<file path="config.mk">
export PLATFORM = sky130hd
export DESIGN_NAME = if_stage
export DESIGN_NICKNAME = d
export VERILOG_FILES = /design/src/rtl/if_stage.sv
export SDC_FILE = /design/constraint.sdc
export NUM_CORES = 1
export LEC_CHECK = 0
export ABC_AREA = 1
export CAP_MARGIN = 20
export CORE_ASPECT_RATIO = 0.8
export CORE_MARGIN = 1.5
export CORE_UTILIZATION = 56
export CTS_BUF_LIST = sky130_fd_sc_hd__clkbuf_4
export DETAILED_ROUTE_END_ITERATION = 8
export GPL_TIMING_DRIVEN = 0
export PLACE_DENSITY = 0.95
export RECOVER_POWER = 25
export REMOVE_ABC_BUFFERS = 1
export SYNTH_ARGS = -nofsm -noshare
export SYNTH_HDL_FRONTEND = slang
export SYNTH_SLANG_ARGS = --single-unit
</file>
<file path="constraint.sdc">
create_clock -name clk -period 4.3 [get_ports clk]
set_input_delay 0.645 -clock clk [delete_from_list [all_inputs] [get_ports clk]]
set_output_delay 0.645 -clock clk [all_outputs]
set_load 0.1 [all_outputs]
</file>
<file path="src/rtl/if_stage.sv">
`default_nettype none
// ============================================================================
// Module      : if_stage
// Description : Instruction-fetch stage. Keeps at most one instruction-memory
//               read outstanding, buffers returned words with their pc+4 in a
//               2-entry FIFO and presents the head entry to decode. A flush
//               redirects fetch and drops buffered and in-flight data.
// Revision    : 1.0 - initial release
// ============================================================================
module if_stage #(
    parameter logic [31:0] RESET_PC = 32'h0000_0000
) (
    input  logic        clk,
    input  logic        reset,
    input  logic        flush,
    input  logic [31:0] flush_pc,
    input  logic        id_we,
    output logic        imem_req,
    output logic [31:0] imem_addr,
    input  logic        imem_ack,
    input  logic [31:0] imem_rdata,
    output logic [31:0] instruction,
    output logic [31:0] pc_next,
    output logic        valid
);

    localparam logic [1:0]  c_FIFO_FULL = 2'd2;
    localparam logic [31:0] c_PC_STEP   = 32'd4;

    // IDLE: no request; BUSY: request whose data is kept;
    // DISCARD: request still in flight whose data must be thrown away.
    typedef enum logic [1:0] {
        S_IDLE    = 2'b00,
        S_BUSY    = 2'b01,
        S_DISCARD = 2'b10
    } state_t;

    state_t      r_state;
    state_t      w_state_next;

    logic [31:0] r_fetch_pc;
    logic [31:0] r_req_addr;
    logic [1:0]  r_count;
    logic [31:0] r_fifo_instr [0:1];
    logic [31:0] r_fifo_pcn   [0:1];

    logic        w_req;
    logic        w_ack;
    logic        w_valid;
    logic        w_push;
    logic        w_pop;
    logic        w_new_req;
    logic        w_wr_slot;
    logic [1:0]  w_count_after_pop;
    logic [1:0]  w_count_next;
    logic [31:0] w_fetch_pc_next;
    logic [31:0] w_flush_target;
    logic [1:0]  w_unused_flush_lsb;

    // The low two bits of the redirect target are architecturally ignored.
    assign w_unused_flush_lsb = flush_pc[1:0];
    assign w_flush_target     = {flush_pc[31:2], 2'b00};

    // A request is outstanding in both BUSY and DISCARD; acks are only
    // meaningful while a request is outstanding.
    assign w_req   = (r_state != S_IDLE);
    assign w_ack   = w_req & imem_ack;
    assign w_valid = (r_count != 2'd0);

    // Flush wins over both FIFO operations in the same cycle.
    assign w_push = w_ack & (r_state == S_BUSY) & ~flush;
    assign w_pop  = id_we & w_valid & ~flush;

    // A push lands in the first free slot after any simultaneous pop has
    // shifted the FIFO. Pushes only occur with fewer than two entries.
    assign w_count_after_pop = r_count - {1'b0, w_pop};
    assign w_wr_slot         = w_count_after_pop[0];

    // Redirect target on flush, otherwise advance past each kept word.
    assign w_fetch_pc_next = flush  ? w_flush_target :
                             w_push ? (r_fetch_pc + c_PC_STEP) :
                                      r_fetch_pc;

    // End-of-cycle FIFO occupancy, used by the request-issue decision.
    always_comb begin
        w_count_next = r_count;
        if (flush) begin
            w_count_next = 2'd0;
        end else begin
            case ({w_push, w_pop})
                2'b10:   w_count_next = r_count + 2'd1;
                2'b01:   w_count_next = r_count - 2'd1;
                default: w_count_next = r_count;
            endcase
        end
    end

    // Next-state decode; w_new_req marks cycles that launch a fresh request.
    always_comb begin
        w_state_next = r_state;
        w_new_req    = 1'b0;
        case (r_state)
            S_IDLE: begin
                if (w_count_next < c_FIFO_FULL) begin
                    w_state_next = S_BUSY;
                    w_new_req    = 1'b1;
                end
            end
            S_BUSY: begin
                if (w_ack) begin
                    if (w_count_next < c_FIFO_FULL) begin
                        w_state_next = S_BUSY;
                        w_new_req    = 1'b1;
                    end else begin
                        w_state_next = S_IDLE;
                    end
                end else if (flush) begin
                    w_state_next = S_DISCARD;
                end
            end
            S_DISCARD: begin
                if (w_ack) begin
                    if (w_count_next < c_FIFO_FULL) begin
                        w_state_next = S_BUSY;
                        w_new_req    = 1'b1;
                    end else begin
                        w_state_next = S_IDLE;
                    end
                end
            end
            default: begin
                w_state_next = S_IDLE;
            end
        endcase
    end

    // FSM state register.
    always_ff @(posedge clk) begin
        if (reset) begin
            r_state <= S_IDLE;
        end else begin
            r_state <= w_state_next;
        end
    end

    // Fetch pointer and the address of the request currently on the bus;
    // a new request always targets the updated fetch pointer.
    always_ff @(posedge clk) begin
        if (reset) begin
            r_fetch_pc <= RESET_PC;
            r_req_addr <= 32'h0000_0000;
        end else begin
            r_fetch_pc <= w_fetch_pc_next;
            if (w_new_req) begin
                r_req_addr <= w_fetch_pc_next;
            end
        end
    end

    // FIFO occupancy counter.
    always_ff @(posedge clk) begin
        if (reset) begin
            r_count <= 2'd0;
        end else begin
            r_count <= w_count_next;
        end
    end

    // FIFO storage: entry 0 is the head; a pop shifts entry 1 forward.
    always_ff @(posedge clk) begin
        if (reset) begin
            r_fifo_instr[0] <= 32'h0000_0000;
            r_fifo_instr[1] <= 32'h0000_0000;
            r_fifo_pcn[0]   <= 32'h0000_0000;
            r_fifo_pcn[1]   <= 32'h0000_0000;
        end else begin
            if (w_pop) begin
                r_fifo_instr[0] <= r_fifo_instr[1];
                r_fifo_pcn[0]   <= r_fifo_pcn[1];
            end
            if (w_push) begin
                r_fifo_instr[w_wr_slot] <= imem_rdata;
                r_fifo_pcn[w_wr_slot]   <= r_req_addr + c_PC_STEP;
            end
        end
    end

    // Outputs: empty FIFO presents a NOP with zero pc_next.
    assign imem_req    = w_req;
    assign imem_addr   = w_req   ? r_req_addr      : 32'h0000_0000;
    assign valid       = w_valid;
    assign instruction = w_valid ? r_fifo_instr[0] : 32'h0000_0000;
    assign pc_next     = w_valid ? r_fifo_pcn[0]   : 32'h0000_0000;

endmodule
`default_nettype wire

</file>
# [Yosys cells after proc, flatten, opt, wreduce, memory -nomap -nowiden]
# Memory sizes are Yosys's and may differ from the RTL's.
# Cells that the tools add are included.
[word_totals] register_bits=68 mem_bits_rw=128 in_bits=69 output_inout_bits=98 mem_count=2
[memory_table] memory="r_fifo_instr" words=2 word_bits=32 read_ports=2 rd_clocked_by_memory_dff=0 wr=2 line_no="44" source="logic [31:0] r_fifo_instr [0:1];"
[memory_table] memory="r_fifo_pcn" words=2 word_bits=32 read_ports=2 rd_clocked_by_memory_dff=0 wr=2 line_no="45" source="logic [31:0] r_fifo_pcn [0:1];"
[op_classes] n_addsub=5 order_cmp=1 eq_ne=7 n_mux=32 bitwise=8 reduce_logical=7
[ops] operator="two-way mux 32 bit" count=9
[ops] operator="adder 32 x 3 -> 32 bit, second input constant" count=2
[ops] operator="OR reduction 32 bit" count=2
[ops] operator="two-way mux 1 bit" count=15
[ops] operator="two-way mux 2 bit" count=5
[ops] operator="one-hot mux 2 bit (3 select lines)" count=1
[ops] operator="AND 1 bit" count=5
[ops] operator="== test 2 x 1 -> 1 bit, second input constant" count=2
[ops] operator="== test 2 bit, second input constant" count=2
[ops] operator="!= test 2 bit, second input constant" count=2
[ops] operator="one-hot mux 2 bit (2 select lines)" count=1
[ops] operator="nonzero test 2 bit" count=2
[ops] operator="!= test 3 bit, second input constant" count=1
[ops] operator="AND reduction 3 bit" count=1
[ops] operator="adder 2 x 1 -> 2 bit, second input constant" count=1
[ops] operator="zero test 2 bit" count=1
[ops] operator="< comparator 2 bit, second input constant" count=1
[ops] operator="bitwise OR 1 bit" count=2
[ops] operator="one-hot mux 1 bit (2 select lines)" count=1
[ops] operator="OR reduction 2 bit" count=1
[ops] operator="subtractor 2 x 1 -> 2 bit, second input constant" count=1
[ops] operator="NOT 1 bit" count=1
[ops] operator="subtractor 1 bit" count=1

# [Logic depth before layout (Yosys ltp)]
# Gate-level depths: netlist of the first run.
[logic_depth] ltp_word=11 mapped_depth=19

# [Least setup slack after synthesis of the first run]
# Ideal clock, no wire load.
[synth_timing] path_type="register to register" from="register r_state[0]" to="memory r_fifo_instr[0][0], enable pin" setup_ps=852 arrival_time_ps=3280 required_time_ps=3448 setup_slack_ps=168 path_stages_with_launch=13 n_path_buf=3 period_less_slack_ps=4132 path_cell_list="dfxtp_1 -> inv_1 -> ha_1 -> buf_6 -> clkinv_2 -> nand2_2 -> nor2_2 -> inv_2 -> nor3_4 -> inv_2 -> buf_6 -> buf_6 -> nand3_1"
[synth_lines] element="start: declaration" line_no="38" source="state_t r_state;"
[synth_lines] element="start signal: assignment" line_no="142" source="r_state <= w_state_next;"
[synth_lines] element="end: declaration" line_no="44"

==> results.toml, run 1 <==
[power]
p_comb_frac = 0.319
power_mw = 4.75
p_leak_nw = 4.91
switching_share = 0.409
clkPwrFrac = 0.192
p_per_area_mw_per_mm2 = 388
p_seq_frac = 0.488
internal-power_mw = 2.81
ir_worst_vdd_uv = 323
p_sw_mw = 1.94

[place]
gp_congestion = 0.924
portBuffers = 164
dp_cells = 1637
placed_cell_area_mm2 = 0.0120
hpwl_um = 18100
dp_slack_ns = -1.49

[outcome]
status = "completed"

[floorplan]
fp.dieH_um = 123
ios = 167
die_w_um = 154
start_util = 0.579
fp.dieArea_mm2 = 0.0189
rows = 43
core_area_mm2 = 0.0175

[timing]
clock_skew_ns = 0.0265
tightestPinTransition_ns = 1.04
fin_crit_sh = 0.919
setup_viol = 0
slew_headroom = 0.306
fmax_ghz = 0.253
whs_ns = 0.480
hold_viol = 0
slew_viol_final = 0
period_minus_slack_ns = 3.95
setup_ws_ns = 0.348
rsz0062_at_grt = "false"
fin_tns_setup_ns = 0

[critical_path]
crit_path_cell_trace = "inv_1 > ha_1 > clkinv_2 > nand2_2 > nor2_4 > inv_2 > nor3_2 > inv_4 > nand3_4 > buf_16"
crit_path_end_kind = "register"
arrival_ns = 4.24
start_kind = "register"
worst-path-max-fanout = 50
cp_data_required_time_ns = 4.58
slowest_delay_ns = 0.73
path_buf_inv = 5
worstSetupPathType = "register to register"
worst_path_max_delay_cell = "nor3_2"
crit_family = "simple AND/OR/NAND/NOR gates"

[cts]
cts_made_buffers = 17
worstSkewPairLatency_ns = 0.60
clock_sinks = 196
clockBufferDepth = 2
clock_tree.root_cell = "clkbuf_4"
cts_setup_buffers = 0
path_clk_slew_ns = 0.16
cts_hold_buf = 0
cts_max_level = 4
cts_tree = "done"

[layout]
fin_util = 0.698
finalNetCount = 1509
diodes = 0
final_cells = 1671
drive_gt1_frac = 0.0609
design_area_mm2 = 0.0122
final_common_cell = "nand2_1"
final_cell_mix = "nand2_1 (259), nor2_1 (246), inv_1 (205)"
syn2layout_area_growth_pct = 20.6

[min_path]
hold_class = "register to register"

[grt]
grt_max_degree = 73
gr-total-overflow = 0
antenna_found_initial = 0
grt_pass1_vias = 8344
grt_util_all_layers = 0.276
grt_pass1_wl_um = 40900

[logic_synthesis]
netlist_area_mm2 = 0.0102
yosysTopAreaCell = "edfxtp_1"
avgSynthCellArea_um2 = 7.84
syn_inst = 1295
synth_area_leaders = "edfxtp_1 (38%), dfxtp_1 (13%), nand2_1 (9.6%), nor2_1 (9.2%), inv_1 (7.6%)"
synth_top_area_frac = 0.379
yosysWarnings = 0
ys_seq_area_frac = 0.513
ys_seq_elements = 196
synth_cell_types = 37

[detailed_routing]
firstDrtPassIters = 5
vias = 8898
drt_wl_total_um = 25300
wire_per_inst_um = 15.1
drtIter0Drc = 880
avgViaCountPerCell = 5.32
drc = 0
ant_nets = 0

[flow_run]
maxCapViolCount = 0
## path summary, 6_finish.rpt
path | startpoint | to | slack [ns] | cells past startpoint
worst min-delay path | r_fetch_pc[1] | r_fetch_pc[1] | 0.48 | 2
worst max-delay path | r_state[0] | r_fifo_pcn[0][28] | 0.35 | 10
worst min register to register | r_fetch_pc[1] | r_fetch_pc[1] | 0.48 | 2
worst max register to register | r_state[0] | r_fifo_pcn[0][28] | 0.35 | 10
## cell families (layout without fill, tap and decap cells)
group                      after synthesis  in the layout  synth area share
xor gates and xnor gates                26             26            0.0224
and+or+nand+nor                        693            693             0.286
muxes                                    1              1          0.000986
buffers and inverters                  265            416             0.108
DFF                                    196            196             0.513
AOI/OAI and AO/OA                      107            107            0.0618
adders and majority gates                7              7           0.00863
## synth_stat cells, drive strengths merged
cell type	n
a31o	1
dfxtp	68
xnor2	4
nor3	16
clkinv	2
nand3	134
buf	27
xor2	22
nor2	250
or2	11
o211ai	1
mux2i	1
a31oi	1
edfxtp	128
a21oi	24
ha	7
nor4	2
clkbuf	27
inv	209
and2	1
and3b	1
o22ai	5
o21bai	1
o21ai	74
and3	1
nand2	261
nand4	16
## final cells by class
cell class	instances	area, um^2
clock buffers	17	128
clock inverters	15	123
fillers	1386	5300
inverters	211	801
multi-input cells	834	3900
flip-flops and latches	196	5200
well taps	225	282
repair buffers	172	1800
repair inverters	1	5.00
## per-layer routing
layer	GRT usage	routed length [um]
met2	0.461	11800
met5	0	0
met1	0.373	11200
met4	0.0746	393
met3	0.0512	1940
## power groups by stage
stage	Clock (mW)	Combinational (mW)	Sequential [mW]
3_5_place_dp	0	1.50	2.36
5_1_grt	0.997	1.61	2.34
6_report	0.914	1.52	2.32
3_3_place_gp	0	1.41	2.36
2_1_floorplan	0	1.04	2.32
4_1_cts	0.925	1.51	2.31
## flip-flops by register name, indices dropped and copies added (netlist names)
name / flops
r_fifo_pcn: 64
r_count: 2
r_fetch_pc: 32
r_fifo_instr: 64
r_state: 2
r_req_addr: 32
## timing repair
item / 4_1_cts / 5_1_grt
pin swaps: 0 / 0
gates resized for setup: 3 / 3
cloned: 1 / 0
setup endpoints to repair: 200 / 19
## tightest hold or removal path: cells and delay by family (launching register included)
family / cells / cell delay, ns
simple gates: 2 / 0.12
flops: 1 / 0.34
(Power assumes the default switching activity.)
==> run 2, diff against run 1 <==
- CORE_MARGIN: 1.5 -> 2
==> run 2 against run 1 <==
Against the previous run: first-iteration DRC count down 9.9%; critical path depth up 5; clock-buffer cell count is the same; cell count grew 0.18%; final area fell by 0.14%; die area rose by 1.5%; fmax decreased by 0.42%; worst setup slack worse by 0.017 ns.
==> results.toml, run 2 (same netlist as run 1, synthesis figures left out) <==
[layout]
multi_input_area_mm2 = 0.00391
design_area_mm2 = 0.0122
diodes = 0
final_cells = 1674
drive_gt1_frac = 0.0602
final_cell_mix = "nand2_1 (259), nor2_1 (246), inv_1 (205)"
fill_cells = 1443
finalNetCount = 1507
sequential_cell_area_mm2 = 0.00520
reg_top3 = "r_fifo_instr: 64 flops, r_fifo_pcn: 64 flops"
syn2layout_area_growth_pct = 20.4
final_common_cell = "nand2_1"

[critical_path]
cp_data_required_time_ns = 4.78
worstReg2RegStart = "r_state[0]"
start_kind = "register"
crit_family = "simple AND/OR/NAND/NOR gates"
worst_path_max_delay_cell = "ha_1"
reg2reg_depth = 15
path_common_cell = "nand2_1"
crit_path_end_kind = "register"
path_buf_inv = 5
r2r_end = "r_req_addr[15]"
worstSetupPathType = "register to register"
slowest_delay_ns = 0.49
arrival_ns = 4.45
rrSetupSlack_ns = 0.33
worst-path-max-fanout = 19
crit_path_cell_trace = "inv_1 > ha_1 > clkinv_2 > nand2_2 > nor2_4 > inv_2 > ha_1 > inv_1 > nand4_1 > nand3_1 > nand2_1 > nand2_1 > clkinv_2 > nand2_1 > o21ai_0"

[detailed_routing]
vias = 8895
firstDrtPassIters = 5
avgViaCountPerCell = 5.31
drtIter0Drc = 793
drc = 0
ant_nets = 0
drt_wl_total_um = 25800
wire_per_inst_um = 15.4

[timing]
period_minus_slack_ns = 3.97
fin_crit_sh = 0.923
clock_skew_ns = 0.0235
slew_headroom = 0.312
hold_viol = 0
fin_tns_setup_ns = 0
setup_viol = 0
slew_viol_final = 0
tightestPinTransition_ns = 1.03
rsz0062_at_grt = "false"
fmax_ghz = 0.252

[place]
dp_cells = 1641
portBuffers = 164
hpwl_um = 18200
gp_congestion = 0.953
placed_cell_area_mm2 = 0.0120

[grt]
grt_pass1_vias = 8557
top_usage_layer = "met2"
antenna_found_initial = 0
use_met2 = 0.451
grt_util_all_layers = 0.273
grt_pass1_wl_um = 41700
use_met1 = 0.361
grt_max_degree = 73
gr-total-overflow = 0
gr-usage-met3 = 0.0595

[floorplan]
fp.dieArea_mm2 = 0.0192
core_area_mm2 = 0.0179
start_util = 0.566
die_w_um = 155
rows = 44
ios = 167
fp.dieH_um = 124

[cts]
cts_made_buffers = 17
clock_sinks = 196
worstSkewPairLatency_ns = 0.61
clockBufferDepth = 2
cts_max_level = 4
cts_tree = "done"
clock_tree.root_cell = "clkbuf_4"
path_clk_slew_ns = 0.16

[power]
ir_worst_vdd_uv = 358
p_per_area_mw_per_mm2 = 387
p_leak_nw = 4.92

[min_path]
hold_class = "register to register"
min_path_cells = 2
min_from = "r_fetch_pc[1]"
hold_end = "r_fetch_pc[1]"

[outcome]
status = "completed"

[flow_run]
maxCapViolCount = 0
run 2: changes by cell type in the layout (fill, tap and decap cells not counted), sizes merged:
cell	delta
buf	-1
clkdlybuf4s50	-6
dlygate4sd3	+6
inv	-1
run 2: per-layer routing:
| metal | share of wire | routed length, um |
|---|---|---|
| met2 | 0.47 | 12000 |
| met5 | 0 | 0 |
| met3 | 0.083 | 2140 |
| met4 | 0.023 | 590 |
| met1 | 0.43 | 11000 |
run 2: worst min-delay path, cell delays in order, from the launching register on:
cell and delay [ns]:
dfxtp_1 0.33, nand2_1 0.05, nor2_1 0.04
run 2: power by group:
group          switching, mW  internal [mW]  total (mW)
sequential             0.147           2.17        2.32
clock                  0.660          0.232       0.893
combinational           1.13          0.384        1.52
total                   1.94           2.79        4.73
run 2: what timing repair did:
action	4_1_cts	5_1_grt
hold buffers	0	0
pin swaps	0	0
setup buffers	0	0
setup endpoints to repair	197	74
gates resized for setup	4	3
endpoints found under the hold margin	0	0
run 2: how the worst max path moves through the flow:
| stage | cells after the start | to | slack (ns) | startpoint |
|---|---|---|---|---|
| after global placement | 8 | r_fifo_pcn[0][27] | -5.38 | r_count[0] |
| after detailed placement | 14 | r_req_addr[15] | -1.33 | flush |
| final | 15 | r_req_addr[15] | 0.33 | r_state[0] |
| after global routing | 15 | r_req_addr[15] | 0.02 | r_state[0] |
| after CTS | 15 | r_req_addr[15] | 0.09 | flush |
| after floorplan | 8 | r_fifo_instr[0][0] | -2.38 | r_count[0] |
run 2: stage by stage:
stage	hold WS, ns	power (mW)	util	setup WS (ns)
after floorplan	0.416	3.35	-	-2.38
after global placement	0.424	3.77	0.656	-5.38
after detailed placement	0.428	3.85	0.667	-1.33
after CTS	0.450	4.72	0.681	0.0879
after global routing	0.465	4.95	0.681	0.0173
final	0.449	4.73	0.681	0.331
run 2: layout make-up:
class | count | share of cell area
flip-flops and latches | 196 | 0.426
multi-input cells | 834 | 0.320
repair buffers | 171 | 0.146
inverters | 211 | 0.0655
well taps | 230 | 0.0235
clock buffers | 17 | 0.0104
clock inverters | 15 | 0.00880
==> run 3, diff against run 2 <==
- CORE_UTILIZATION: 56 -> 30
- PLACE_DENSITY: 0.95 -> 0.64
- clock period: 4.3 -> 3.6 ns (I/O delays scaled with it)
==> run 3 against run 2 <==
Against the previous run: via count decreased by 1.1%; power increased by 27%; critical path depth fell by 11; sequential power rose by 19%; final area increased by 4.1%; combinational power up 20%; clock skew is 0.0074 ns higher; clock-buffer cell count unchanged; highest routed layer unchanged.
==> results.toml, run 3 (same netlist as run 1, synthesis figures left out) <==
[timing]
setup_viol = 0
slew_headroom = 0.0753
period_minus_slack_ns = 3.46
clock_skew_ns = 0.0309
rsz0062_at_grt = "false"
tightestPinTransition_ns = 1.39
fmax_ghz = 0.289
whs_ns = 0.450
slew_viol_final = 0
fin_tns_setup_ns = 0
setup_ws_ns = 0.143
hold_viol = 0
fin_crit_sh = 0.960

[layout]
final_common_cell = "nand2_1"
final_cells = 1890
fin_util = 0.380
reg_top3 = "r_fifo_instr: 64 flops, r_fifo_pcn: 64 flops"
final_cell_mix = "nand2_1 (258), nor2_1 (246), inv_1 (206)"
finalNetCount = 1518
fill_cells = 3442
drive_gt1_frac = 0.0667
syn2layout_area_growth_pct = 25.4

[critical_path]
worst_path_max_delay_cell = "clkdlybuf4s50_1"
crit_path_end_kind = "output port"
worstReg2RegStart = "r_state[0]"
crit_start = "r_state[0]"
arrival_ns = 2.92
crit_path_cell_trace = "inv_1 > ha_4 > nor2_1 > clkdlybuf4s50_1"
worst-path-max-fanout = 34
cp_data_required_time_ns = 3.06
worstSetupPathType = "register to output port"
slowest_delay_ns = 1.18
start_kind = "register"

[place]
portBuffers = 164
dp_cells = 1848
dp_slack_ns = -2.28
gp_congestion = 0.935
hpwl_um = 20300

[detailed_routing]
vias = 8796
wire_per_inst_um = 15.5
drc = 0
firstDrtPassIters = 5
avgViaCountPerCell = 4.65
ant_nets = 0
drt_wl_total_um = 29300
drtIter0Drc = 643

[floorplan]
fp.dieArea_mm2 = 0.0353
die_w_um = 210
rows = 60
start_util = 0.303
ios = 167
core_area_mm2 = 0.0335
fp.dieH_um = 169

[cts]
cts_made_buffers = 17
cts_tree = "done"
cts_max_level = 4
path_clk_slew_ns = 0.18
clockBufferDepth = 2
clock_tree.root_cell = "clkbuf_4"
cts_hold_buf = 0
worstSkewPairLatency_ns = 0.61
clock_sinks = 196

[power]
p_leak_nw = 5.69
ir_worst_vdd_uv = 266
p_per_area_mw_per_mm2 = 471

[flow_run]
maxCapViolCount = 0

[grt]
gr-total-overflow = 0
grt_pass1_wl_um = 46200
grt_max_degree = 67
grt_pass1_vias = 8338
antenna_found_initial = 1
grt_util_all_layers = 0.169

[min_path]
hold_class = "register to register"
min_from = "r_fetch_pc[0]"

[outcome]
status = "completed"
==> run 3: cell count changes in the layout (fill, tap and decap cells not counted), moves of 3 or more <==
cell | before | now
buf_4 | 0 | 3
bufinv_16 | 0 | 4
clkdlybuf4s50_1 | 156 | 114
clkinv_2 | 6 | 1
dlygate4sd2_1 | 0 | 14
dlygate4sd3_1 | 6 | 0
dlymetal6s2s_1 | 0 | 34
==> run 3: critical path: cells and delay by family, from the launching register on <==
family                     cells  cell delay [ns]
DFF                            1             0.43
adders and majority gates      1             0.30
buffers and inverters          2             1.29
and+or+nand+nor                1             0.25
==> run 3: routing by layer <==
metal | up-vias | global-route usage | part of all wire
met3 | 23 | 0.0340 | 0.062
met1 | 4109 | 0.240 | 0.49
met5 | - | 0 | 0
li1 | 4410 | - | -
met4 | 0 | 0.0379 | 0.013
met2 | 254 | 0.265 | 0.44
==> run 3: cell type report <==
class / instances / area, um^2 / share of cell area
Sequential cell: 196 / 5200 / 0.409
Multi-Input combinational cell: 836 / 3930 / 0.308
Timing Repair Buffer: 179 / 1910 / 0.150
Inverter: 211 / 800 / 0.0628
Tap cell: 434 / 543 / 0.0426
Clock inverter: 15 / 215 / 0.0169
Clock buffer: 17 / 128 / 0.0100
Timing Repair inverter: 1 / 5.00 / 0.000393
Antenna cell: 1 / 2.50 / 0.000197
==> run 3: worst paths after layout <==
check                   end  slack (ns)  cells after the start
max           imem_addr[24]        0.14                      4
min           r_fetch_pc[0]        0.45                      2
min reg2reg   r_fetch_pc[0]        0.45                      2
max reg2reg  r_req_addr[15]        0.32                     15
==> run 3: power breakdown <==
group | switching (mW) | internal [mW] | leakage (nW)
combinational | 1.37 | 0.450 | 3.62
sequential | 0.172 | 2.60 | 1.88
clock | 0.839 | 0.574 | 0.184
==> run 3: through the flow <==
| stage | total power [mW] | cell area, um^2 |
|---|---|---|
| final | 6.00 | 12700 |
| after global routing | 6.31 | 12700 |
| after CTS | 6.05 | 12700 |
| after detailed placement | 4.61 | 12300 |
| after global placement | 4.57 | 12000 |
| after floorplan | 4.01 | 9850 |
==> run 3: what timing repair did <==
| item | in CTS | in global routing |
|---|---|---|
| gates resized for setup | 22 | 36 |
| pin swaps | 2 | 2 |
| setup buffers | 1 | 4 |
| endpoints found under the hold margin | 0 | 0 |
| endpoints found under the setup margin | 266 | 108 |
| cloned | 3 | 0 |
